===== src/rtl/br_resolve_ctrl_if.sv =====
// Branch-resolve control bus: branch-logic stage inputs, fetch/predictor handshakes,
// and the pipeline-control outputs of br_resolve_ctrl.
interface br_resolve_ctrl_if #(
    parameter int ADDR_W = 32
);
    logic              br_val;
    logic              br_taken;
    logic              br_correct;
    logic [ADDR_W-1:0] br_ip;
    logic [ADDR_W-1:0] br_nip;
    logic [ADDR_W-1:0] br_fip;
    logic              fe_ack;
    logic              bp_rdy;

    logic              stall;
    logic              flush;
    logic              redir_val;
    logic [ADDR_W-1:0] redir_ip;
    logic              bp_upd_val;
    logic [ADDR_W-1:0] bp_upd_ip;
    logic [ADDR_W-1:0] bp_upd_target;
    logic              bp_upd_taken;
    logic [15:0]       mispred_cnt;

    // master: the environment (branch stage, fetch, predictor); slave: the controller
    modport master (
        output br_val, br_taken, br_correct, br_ip, br_nip, br_fip, fe_ack, bp_rdy,
        input  stall, flush, redir_val, redir_ip, bp_upd_val, bp_upd_ip,
               bp_upd_target, bp_upd_taken, mispred_cnt
    );

    modport slave (
        input  br_val, br_taken, br_correct, br_ip, br_nip, br_fip, fe_ack, bp_rdy,
        output stall, flush, redir_val, redir_ip, bp_upd_val, bp_upd_ip,
               bp_upd_target, bp_upd_taken, mispred_cnt
    );
endinterface


===== src/rtl/br_resolve_ctrl.sv =====
// Branch resolution controller: on a resolved branch, flushes and redirects fetch on a
// mispredict, then trains the predictor; stalls the EX-stage branch until done.
module br_resolve_ctrl #(
    parameter int ADDR_W    = 32,
    parameter int FLUSH_CYC = 2,   // legal 1..15
    parameter int CNT_W     = 16   // mispredict counter width, 1..16, zero-extended onto the 16-bit port
) (
    input  logic               clk,
    input  logic               clr,
    br_resolve_ctrl_if.slave   bus
);
    typedef enum logic [1:0] {
        S_IDLE  = 2'd0,
        S_FLUSH = 2'd1,
        S_REDIR = 2'd2,
        S_UPD   = 2'd3
    } state_t;

    localparam logic [CNT_W-1:0] CNT_MAX = {CNT_W{1'b1}};

    state_t            r_state;
    state_t            w_nxt;
    logic [3:0]        r_fcnt;
    logic [ADDR_W-1:0] r_ip;
    logic [ADDR_W-1:0] r_fip;
    logic [ADDR_W-1:0] r_tgt;
    logic              r_taken;
    logic [CNT_W-1:0]  r_cnt;

    logic              w_cap;
    logic              w_mis;

    // br_val only matters in IDLE; everywhere else the branch is held by stall
    assign w_cap = (r_state == S_IDLE) && bus.br_val;
    assign w_mis = w_cap && !bus.br_correct;

    always_ff @(posedge clk or negedge clr) begin
        if (!clr) begin
            r_state <= S_IDLE;
        end else begin
            r_state <= w_nxt;
        end
    end

    always_comb begin
        w_nxt = r_state;
        case (r_state)
            S_IDLE: begin
                if (bus.br_val) begin
                    w_nxt = bus.br_correct ? S_UPD : S_FLUSH;
                end
            end
            S_FLUSH: begin
                if (r_fcnt == 4'd1) begin
                    w_nxt = S_REDIR;
                end
            end
            S_REDIR: begin
                if (bus.fe_ack) begin
                    w_nxt = S_UPD;
                end
            end
            S_UPD: begin
                if (bus.bp_rdy) begin
                    w_nxt = S_IDLE;
                end
            end
            default: w_nxt = S_IDLE;
        endcase
    end

    always_ff @(posedge clk or negedge clr) begin
        if (!clr) begin
            r_ip    <= '0;
            r_fip   <= '0;
            r_tgt   <= '0;
            r_taken <= 1'b0;
        end else if (w_cap) begin
            r_ip    <= bus.br_ip;
            r_fip   <= bus.br_fip;
            r_taken <= bus.br_taken;
            r_tgt   <= bus.br_taken ? bus.br_fip : bus.br_nip;
        end
    end

    // Flush length counter: loaded on the mispredict, leaves FLUSH when it reads 1
    always_ff @(posedge clk or negedge clr) begin
        if (!clr) begin
            r_fcnt <= 4'd0;
        end else if (w_mis) begin
            r_fcnt <= 4'(FLUSH_CYC);
        end else if (r_state == S_FLUSH) begin
            r_fcnt <= r_fcnt - 4'd1;
        end
    end

    always_ff @(posedge clk or negedge clr) begin
        if (!clr) begin
            r_cnt <= '0;
        end else if (w_mis && (r_cnt != CNT_MAX)) begin
            r_cnt <= r_cnt + 1'b1;
        end
    end

    assign bus.stall         = (r_state != S_IDLE);
    assign bus.flush         = (r_state == S_FLUSH);
    assign bus.redir_val     = (r_state == S_REDIR);
    assign bus.bp_upd_val    = (r_state == S_UPD);
    assign bus.redir_ip      = r_tgt;
    assign bus.bp_upd_ip     = r_ip;
    assign bus.bp_upd_target = r_fip;
    assign bus.bp_upd_taken  = r_taken;
    assign bus.mispred_cnt   = 16'(r_cnt);

endmodule


===== src/flat_wrapper.sv =====
// flat-port wrapper written by rule: the top's interface ports become plain ports
module br_resolve_ctrl_flat 
#(
    parameter int ADDR_W    = 32,
    parameter int FLUSH_CYC = 2,                 
    parameter int CNT_W     = 16                                                                         
)
  (clk, clr, bus_br_val, bus_br_taken, bus_br_correct, bus_br_ip, bus_br_nip, bus_br_fip, bus_fe_ack, bus_bp_rdy, bus_stall, bus_flush, bus_redir_val, bus_redir_ip, bus_bp_upd_val, bus_bp_upd_ip, bus_bp_upd_target, bus_bp_upd_taken, bus_mispred_cnt);
  br_resolve_ctrl_if #(.ADDR_W(ADDR_W)) bus_i ();
  input  logic clk;
  input  logic clr;
  input wire logic [$bits(bus_i.br_val)-1:0] bus_br_val;
  input wire logic [$bits(bus_i.br_taken)-1:0] bus_br_taken;
  input wire logic [$bits(bus_i.br_correct)-1:0] bus_br_correct;
  input wire logic [$bits(bus_i.br_ip)-1:0] bus_br_ip;
  input wire logic [$bits(bus_i.br_nip)-1:0] bus_br_nip;
  input wire logic [$bits(bus_i.br_fip)-1:0] bus_br_fip;
  input wire logic [$bits(bus_i.fe_ack)-1:0] bus_fe_ack;
  input wire logic [$bits(bus_i.bp_rdy)-1:0] bus_bp_rdy;
  output wire logic [$bits(bus_i.stall)-1:0] bus_stall;
  output wire logic [$bits(bus_i.flush)-1:0] bus_flush;
  output wire logic [$bits(bus_i.redir_val)-1:0] bus_redir_val;
  output wire logic [$bits(bus_i.redir_ip)-1:0] bus_redir_ip;
  output wire logic [$bits(bus_i.bp_upd_val)-1:0] bus_bp_upd_val;
  output wire logic [$bits(bus_i.bp_upd_ip)-1:0] bus_bp_upd_ip;
  output wire logic [$bits(bus_i.bp_upd_target)-1:0] bus_bp_upd_target;
  output wire logic [$bits(bus_i.bp_upd_taken)-1:0] bus_bp_upd_taken;
  output wire logic [$bits(bus_i.mispred_cnt)-1:0] bus_mispred_cnt;
  assign bus_i.br_val = bus_br_val;
  assign bus_i.br_taken = bus_br_taken;
  assign bus_i.br_correct = bus_br_correct;
  assign bus_i.br_ip = bus_br_ip;
  assign bus_i.br_nip = bus_br_nip;
  assign bus_i.br_fip = bus_br_fip;
  assign bus_i.fe_ack = bus_fe_ack;
  assign bus_i.bp_rdy = bus_bp_rdy;
  assign bus_stall = bus_i.stall;
  assign bus_flush = bus_i.flush;
  assign bus_redir_val = bus_i.redir_val;
  assign bus_redir_ip = bus_i.redir_ip;
  assign bus_bp_upd_val = bus_i.bp_upd_val;
  assign bus_bp_upd_ip = bus_i.bp_upd_ip;
  assign bus_bp_upd_target = bus_i.bp_upd_target;
  assign bus_bp_upd_taken = bus_i.bp_upd_taken;
  assign bus_mispred_cnt = bus_i.mispred_cnt;
  br_resolve_ctrl #(.ADDR_W(ADDR_W), .FLUSH_CYC(FLUSH_CYC), .CNT_W(CNT_W)) u_core (.clk(clk), .clr(clr), .bus(bus_i));
endmodule

===== config.mk =====
export PLATFORM = sky130hd
export DESIGN_NAME = br_resolve_ctrl_flat
export DESIGN_NICKNAME = d
export VERILOG_FILES = /design/src/rtl/br_resolve_ctrl_if.sv /design/src/rtl/br_resolve_ctrl.sv /design/src/flat_wrapper.sv
export SDC_FILE = /design/constraint.sdc
export NUM_CORES = 1
export LEC_CHECK = 0
export CAP_MARGIN = 10
export CORE_MARGIN = 5
export CORE_UTILIZATION = 46
export CTS_CLUSTER_SIZE = 40
export DETAILED_ROUTE_END_ITERATION = 8
export PLACE_DENSITY = 0.95
export SYNTH_ARGS = -nofsm -noshare
export SYNTH_HDL_FRONTEND = slang
export SYNTH_SLANG_ARGS = --single-unit

===== constraint.sdc =====
create_clock -name clk -period 3.9 [get_ports clk]
set_input_delay 1.17 -clock clk [delete_from_list [all_inputs] [get_ports clk]]
set_output_delay 1.17 -clock clk [all_outputs]
set_load 0.01 [all_outputs]

### Yosys cells after proc, flatten, opt, wreduce, memory -nomap -nowiden

Index checks and enable logic that the tools add are counted.

* register bits after elaboration: 119
* logic and storage cells: 35

* add/sub/neg operators: 2
* equality and inequality tests: 9
* multiplexer cells: 9
* reductions and logical operators: 8

Operators with widths (count)
* $mux W32: 1
* $add A16 B1 Y16 const B: 1
* $ne A16 B16 Y1 const B: 1
* $mux W2: 5
* $mux W4: 2
* $pmux W2 S4: 1
* $ne A2 B2 Y1 const B: 3
* $eq A2 B2 Y1 const B: 2
* $eq A4 B1 Y1 const B: 1
* $reduce_and A4 Y1: 1
* $reduce_bool A2 Y1: 2
* $sub A4 B1 Y4 const B: 1
* $logic_and A1 B1 Y1: 3
* $eq A2 B1 Y1 const B: 1
* $logic_not A2 Y1: 1
* $ne A2 B1 Y1 const B: 1
* $logic_not A1 Y1: 1

### Longest topological paths before layout

Gate-level depths: netlist of run 1.

* word-level depth: 4
* depth in mapped cells: 8
* gate-level depth less buffers: 6

### Worst setup path after synthesis of run 1

Ideal clock, no wire load.

* path kind: input to register
* start point: in bus_br_correct
* end point: reg u_core.r_cnt[13] (netlist: u_core.bus.mispred_cnt[13])
* arrival time: 2.198 ns
* data required time: 3.821 ns
* path slack: 1.623 ns
* cell stages on the path: 4
* cell sequence: and3b_2 nand4_1 nor4b_1 xor2_1

* cells in the longest elaborated chain, start to end: 3

Ends and longest elaborated chain
* start, declared: line flat_wrapper.sv:14 `input wire logic [$bits(bus_i.br_correct)-1:0] bus_br_correct;`
* $logic_not A1 Y1: line br_resolve_ctrl.sv:35 `assign w_mis = w_cap && !bus.br_correct;`
* $logic_and A1 B1 Y1: line br_resolve_ctrl.sv:35
* $logic_and A1 B1 Y1: line br_resolve_ctrl.sv:100 `end else if (w_mis && (r_cnt != CNT_MAX)) begin`
* end signal, assigned: line br_resolve_ctrl.sv:101 `r_cnt <= r_cnt + 1'b1;`
* end, declared: line br_resolve_ctrl.sv:28 `logic [CNT_W-1:0] r_cnt;`

Every way passes these cells.
A chain may end at the register's enable or synchronous reset.

### Final worst setup path of run 1

* start point: reg u_core.r_state[1]
* end point: out bus_flush

* cells in the longest elaborated chain, start to end: 1

Ends and longest elaborated chain
* start, declared: line br_resolve_ctrl.sv:21 `state_t r_state;`
* start signal, assigned: line br_resolve_ctrl.sv:41 `r_state <= w_nxt;`
* $eq A2 B1 Y1: line br_resolve_ctrl.sv:106 `assign bus.flush = (r_state == S_FLUSH);`
* end, declared: line flat_wrapper.sv:21 `output wire logic [$bits(bus_i.flush)-1:0] bus_flush;`

Every way passes these cells.

==> results.cfg, run 1 <==
[sta]
fmax_ghz = 0.3214
final.setup.tns_ns = 0
fin_skew_ns = 0.007458
hold_violations = 0
fin_crit_ns = 3.112
worst_slack_ns = 0.7882
max_slew_margin_pct = 29.05
post-route-period-util_pct = 79.79
finalSetupViolations = 0
whs_ns = 0.4784
rsz0062_at_grt = false
worst-slew-pin-transition_ns = 1.064
slew_violations = 0

[finish]
fin_area_um2 = 8011
fill_cells = 690
antennaDiodeCount = 0
seqCellArea_um2 = 2978
nets = 722
drive_gt1_share_pct = 17.15
multi_input_area_um2 = 1939
area_growth_pct = 59.44

[routing]
wl_per_cell_um = 18.34
met2_length_um = 7527
ant_nets = 0
drtIter0Drc = 128
met1_length_um = 5204
routed_wl_um = 14010
top_layer = met4
vias = 3898
met3_length_um = 985
routed_via_density = 5.102
drc = 0
first_pass_iters = 5

[clocking]
cts_sinks = 119
clk_pin_slew_worst_paths_ns = 0.06
cts-root-buf = clkbuf_8
clockBufferDepth = 2
ctsHoldBuffers = 0
cts_setup_buffers = 0
htree_levels = 4
numCtsBuffers = 17
cts_tree = done
clock_latency_ns = 0.50
cts_resized = 0

[critical_path]
crit_path_start_kind = flip-flop
slowest_delay_ns = 0.59
timing.rr.start = u_core.r_state[0]
cp_cell_sequence = inv_1, ha_1, clkdlybuf4s50_1
crit_start = u_core.r_state[1]
setup.worst_path.end_class = primary output
path_class = flip-flop to primary output
crit_slowest_cell = clkdlybuf4s50_1
arrival_ns = 1.94
cp_max_fo = 7
ff2ff_setup_slack_ns = 1.78
critPathRequiredTime_ns = 2.73

[pwr]
finalPower_w = 0.006320
power.switching_w = 0.001896
pwr-share-clk_pct = 26.4
combPwrFrac_pct = 39.9
leakage_nw = 3.541
seq_power_share_pct = 33.6
power_density_nw_per_um2 = 788.9
ir_drop_mv = 0.5204
p_int_w = 0.004424
swShare_pct = 30.00

[global_route]
antenna_found_initial = 0
grt_pass1_vias = 4315
overflow = 0
grtUsageTotal_pct = 21.49
grt_pass1_wl_um = 22140
grt_max_degree = 68

[placement]
portBuffers = 219
place_hpwl_um = 10490
dp_slack_ns = 0.8207
gp_congestion = 0.8668
postPlaceCellArea_um2 = 7362

[job]
drv_cap = 0

[hold_path]
hold_path_startpoint = u_core.bus.redir_ip[4]
hp-class = flip-flop to flip-flop

[logic_synthesis]
synth_top_area_share_pct = 59.26
synth_cell_types = 28
synth_top_cell_by_area = dfrtp_1
synth_area_leaders = dfrtp_1 (59%), mux2_2 (15%), mux2i_1 (7.0%), o21ai_0 (3.3%), nand2_1 (3.1%)
synth_seq_area_share_pct = 59.26
ys_ff_latch = 119
avgSynthCellArea_um2 = 12.95
yosys_warnings = 0
postSynthCellCount = 388
synth_area_um2 = 5025
synth_nets = 499

[die]
die_x_um = 114.5
num_rows = 38
coreArea_um2 = 10790
ios = 220
start_util_pct = 46.56
dieArea_um2 = 13110
die_y_um = 114.5

[outcome]
run_status = completed
## power groups by stage
| stage | Combinational [W] | Sequential [W] | Clock [W] |
|---|---|---|---|
| final | 0.00252 | 0.00213 | 0.00167 |
| after global placement | 0.00246 | 0.00210 | 0 |
| after global routing | 0.00270 | 0.00220 | 0.00176 |
| after CTS | 0.00256 | 0.00213 | 0.00170 |
| after detailed placement | 0.00255 | 0.00214 | 0 |
| after floorplan | 0.000838 | 0.00234 | 0 |
## critical path: cells and delay by family, from the launching register on
family / cells / cell delay [ns]
fa+ha+maj: 1 / 0.32
flops: 1 / 0.39
buf+inv: 2 / 0.73
## path summary, 6_finish.rpt
check | endpoint | cells after the start
worst max register to register | u_core.bus.bp_upd_target[19] | 5
worst max-delay path | bus_flush | 3
min in group asynchronous | u_core.bus.bp_upd_ip[12] | 1
max in group asynchronous | u_core.bus.redir_ip[20] | 2
worst min-delay path | u_core.bus.redir_ip[4] | 2
worst min register to register | u_core.bus.redir_ip[4] | 2
## routing by layer
metal,vias up,track usage (%)
met5,-,0
met4,0,7.205
met3,29,6.448
met2,158,38.22
met1,1905,24.57
li1,1806,-
## cell families after synthesis
logic type | count (synthesis) | synth area share [%]
AOI/OAI and AO/OA | 39 | 4.507
xor gates and xnor gates | 16 | 2.789
adders and majority gates | 8 | 1.992
buffers and inverters | 28 | 2.291
DFF | 119 | 59.26
muxes | 101 | 21.84
and+or+nand+nor | 77 | 7.321
## sequential cells by signal (all words and copies together) (netlist names)
register                  count
u_core.r_fcnt                 4
u_core.r_state                2
u_core.bus.bp_upd_ip         32
u_core.bus.bp_upd_target     32
u_core.bus.mispred_cnt       16
u_core.bus.bp_upd_taken       1
u_core.bus.redir_ip          32
## stage by stage
stage | std cells | utilization, %
final | 764 | 74.23
after global routing | 764 | 74.23
after CTS | 764 | 74.23
after detailed placement | 732 | 68.21
after global placement | 732 | 68.21
after floorplan | 388 | -
## layout by cell type (no fill, tap or decap), drive strengths merged, types with 5 or more instances in the layout
cell / synthesis / final
buf: 8 / 5
nor2: 9 / 9
dfrtp: 119 / 119
mux2i: 35 / 35
ha: 8 / 8
nand2: 41 / 41
xor2: 12 / 12
nor4: 6 / 6
nand4: 5 / 5
mux2: 66 / 66
clkbuf: 10 / 22
clkinvlp: 0 / 5
inv: 10 / 10
nand3: 5 / 5
nor3: 6 / 6
o21ai: 33 / 33
clkdlybuf4s50: 0 / 217
## layout make-up
cell class / count / share of cell area, %
well taps: 140 / 2.186
flip-flops and latches: 119 / 37.17
clock buffers: 22 / 6.028
clock inverters: 10 / 2.077
repair buffers: 222 / 27.86
inverters: 10 / 0.4685
multi-input cells: 241 / 24.21
## synthesized netlist by cell type
library cell and number:
a21oi_1 1, a221oi_1 1, a31oi_1 1, and3b_2 1, buf_2 8, clkbuf_1 10
dfrtp_1 119, ha_1 8, inv_1 10, mux2_2 65, mux2_4 1, mux2i_1 35
nand2_1 41, nand3_1 5, nand3b_1 1, nand4_1 4, nand4_4 1, nor2_1 9
nor3_1 6, nor4_1 6, nor4b_1 2, o21a_1 1, o21ai_0 33, o22ai_1 1
o41ai_4 1, or3_1 1, xnor2_1 4, xor2_1 12
Power figures use the tool's default switching activity.
==> inputs of run 2 (changes only) <==
CORE_UTILIZATION = 38   (was 46)
PLACE_DENSITY = 0.87   (was 0.95)
clock period = 2.81 ns   (was 3.9 ns; I/O delays follow)
==> run 2 against run 1 <==
Effect of this change:
- sequential cell count stayed put
- design area is 0.45% higher
- wire length is 4.5% lower
- worst hold slack worse by 0.067 ns
- via count is 1.9% lower
- critical path depth stayed put
- utilization is 13 points lower
- clock power is 22% higher
- largest power group unchanged
- highest routed layer unchanged
==> results.cfg, run 2 (synthesized netlist as in run 1, its figures left out) <==
[outcome]
run_status = completed

[die]
coreArea_um2 = 13090
dieArea_um2 = 15620
die_x_um = 125.0
num_rows = 42
ios = 220
start_util_pct = 38.40
die_y_um = 125.0

[clocking]
cts_resized = 0
cts-root-buf = clkbuf_16
clockBufferDepth = 2
ctsHoldBuffers = 0
cts_tree = done
clk_pin_slew_worst_paths_ns = 0.05
clock_latency_ns = 0.40
htree_levels = 4
numCtsBuffers = 17
cts_sinks = 119
cts_setup_buffers = 0

[routing]
drtIter0Drc = 125
wl_per_cell_um = 16.71
routed_wl_um = 13390
drc = 0
first_pass_iters = 4
vias = 3823
routed_via_density = 4.773
ant_nets = 0

[global_route]
grt_pass1_wl_um = 22080
antenna_found_initial = 0
use_met2_pct = 31.00
use_met3_pct = 5.970
overflow = 0
grt_max_degree = 74
use_met1_pct = 19.27
grtUsageTotal_pct = 17.52
grt_pass1_vias = 4276
top_usage_layer = met2

[placement]
place_hpwl_um = 10050
postPlaceCellArea_um2 = 7482
gp_congestion = 0.7935
dp.cells = 773
portBuffers = 219

[finish]
antennaDiodeCount = 0
final_common_cell = clkdlybuf4s50_1
drive_gt1_share_pct = 17.12
postLayoutCoreUtil_pct = 61.50
nets = 727
area_growth_pct = 60.16
fill_cells = 985
fin_area_um2 = 8048
final_cells = 801
most-common-layout-cells = clkdlybuf4s50_1 (217), dfrtp_1 (119), mux2_2 (65)

[critical_path]
crit_path_start_kind = flip-flop
setup.worst_path.end_class = primary output
arrival_ns = 1.86
cp_max_fo = 7
critPathRequiredTime_ns = 1.97
path_class = flip-flop to primary output

[sta]
fmax_ghz = 0.3696
hold_violations = 0
fin_crit_ns = 2.706
worst-slew-pin-transition_ns = 0.6119
fin_skew_ns = 0.005631
slew_violations = 0
final.setup.tns_ns = 0
finalSetupViolations = 0
max_slew_margin_pct = 58.83
rsz0062_at_grt = false
post-route-period-util_pct = 96.29

[pwr]
seq_power_share_pct = 34.7
ir_drop_mv = 0.6079
power.switching_w = 0.002524
pwr-share-clk_pct = 24.1
combPwrFrac_pct = 41.2
power_density_nw_per_um2 = 1054
finalPower_w = 0.008478
p_int_w = 0.005954
swShare_pct = 29.77
leakage_nw = 3.561

[hold_path]
hp-class = input port to async pin

[job]
drv_cap = 0
-- run 2: cell types whose count changed in the layout (fill, tap and decap cells not counted) --
cell and delta:
buf_4 +2, clkbuf_8 +1, clkinvlp_4 -5, clkbuf_16 +1, clkbuf_1 +1, bufinv_16 -3, clkinv_2 +2, buf_12 +3
clkinv_4 -1
-- run 2: power by group through the flow --
stage / clock, W / combinational, W / sequential, W
2_1_floorplan: 0 / 0.00116 / 0.00325
3_3_place_gp: 0 / 0.00345 / 0.00290
3_5_place_dp: 0 / 0.00354 / 0.00296
4_1_cts: 0.00209 / 0.00357 / 0.00294
5_1_grt: 0.00217 / 0.00376 / 0.00304
6_report: 0.00204 / 0.00350 / 0.00294
-- run 2: worst paths after layout --
| kind | startpoint | endpoint | slack, ns | depth (start not counted) |
|---|---|---|---|---|
| max reg2reg | u_core.r_state[1] | u_core.bus.mispred_cnt[13] | 0.69 | 6 |
| max in group asynchronous | clr | u_core.bus.bp_upd_ip[2] | 1.78 | 2 |
| min in group clk | u_core.bus.redir_ip[27] | u_core.bus.redir_ip[27] | 0.48 | 2 |
| max | u_core.r_state[1] | bus_flush | 0.10 | 3 |
| min reg2reg | u_core.bus.redir_ip[27] | u_core.bus.redir_ip[27] | 0.48 | 2 |
| min | clr | u_core.bus.bp_upd_target[13] | 0.41 | 1 |
-- run 2: routing by layer --
| metal | vias to the layer above | share of wire, % | routed length, um |
|---|---|---|---|
| met4 | 0 | 2.4 | 317 |
| li1 | 1814 | - | - |
| met5 | - | 0 | 0 |
| met3 | 24 | 6.6 | 882 |
| met1 | 1847 | 39 | 5207 |
| met2 | 138 | 52 | 6977 |
-- run 2: worst max-delay path, stage by stage (launching register included) --
cell	delay (ns)
dfrtp_1	0.40
inv_1	0.14
ha_1	0.33
clkdlybuf4s50_1	0.60
-- run 2: stage by stage --
step           hold WS, ns  setup WS [ns]
5_1_grt             0.4326        0.02534
3_5_place_dp        0.4704         0.2402
2_1_floorplan       0.5058         0.8602
6_report            0.4111         0.1042
4_1_cts             0.4080        0.09084
3_3_place_gp        0.4620         0.2818
-- run 2: area by class of cell --
type                            count  area [um2]  area share [%]
Clock inverter                      3       40.04          0.4975
Inverter                           10       37.54          0.4664
Clock buffer                       25       525.5           6.530
Timing Repair Buffer              227        2307           28.67
Sequential cell                   119        2978           37.00
Tap cell                          176       220.2           2.736
Multi-Input combinational cell    241        1939           24.10
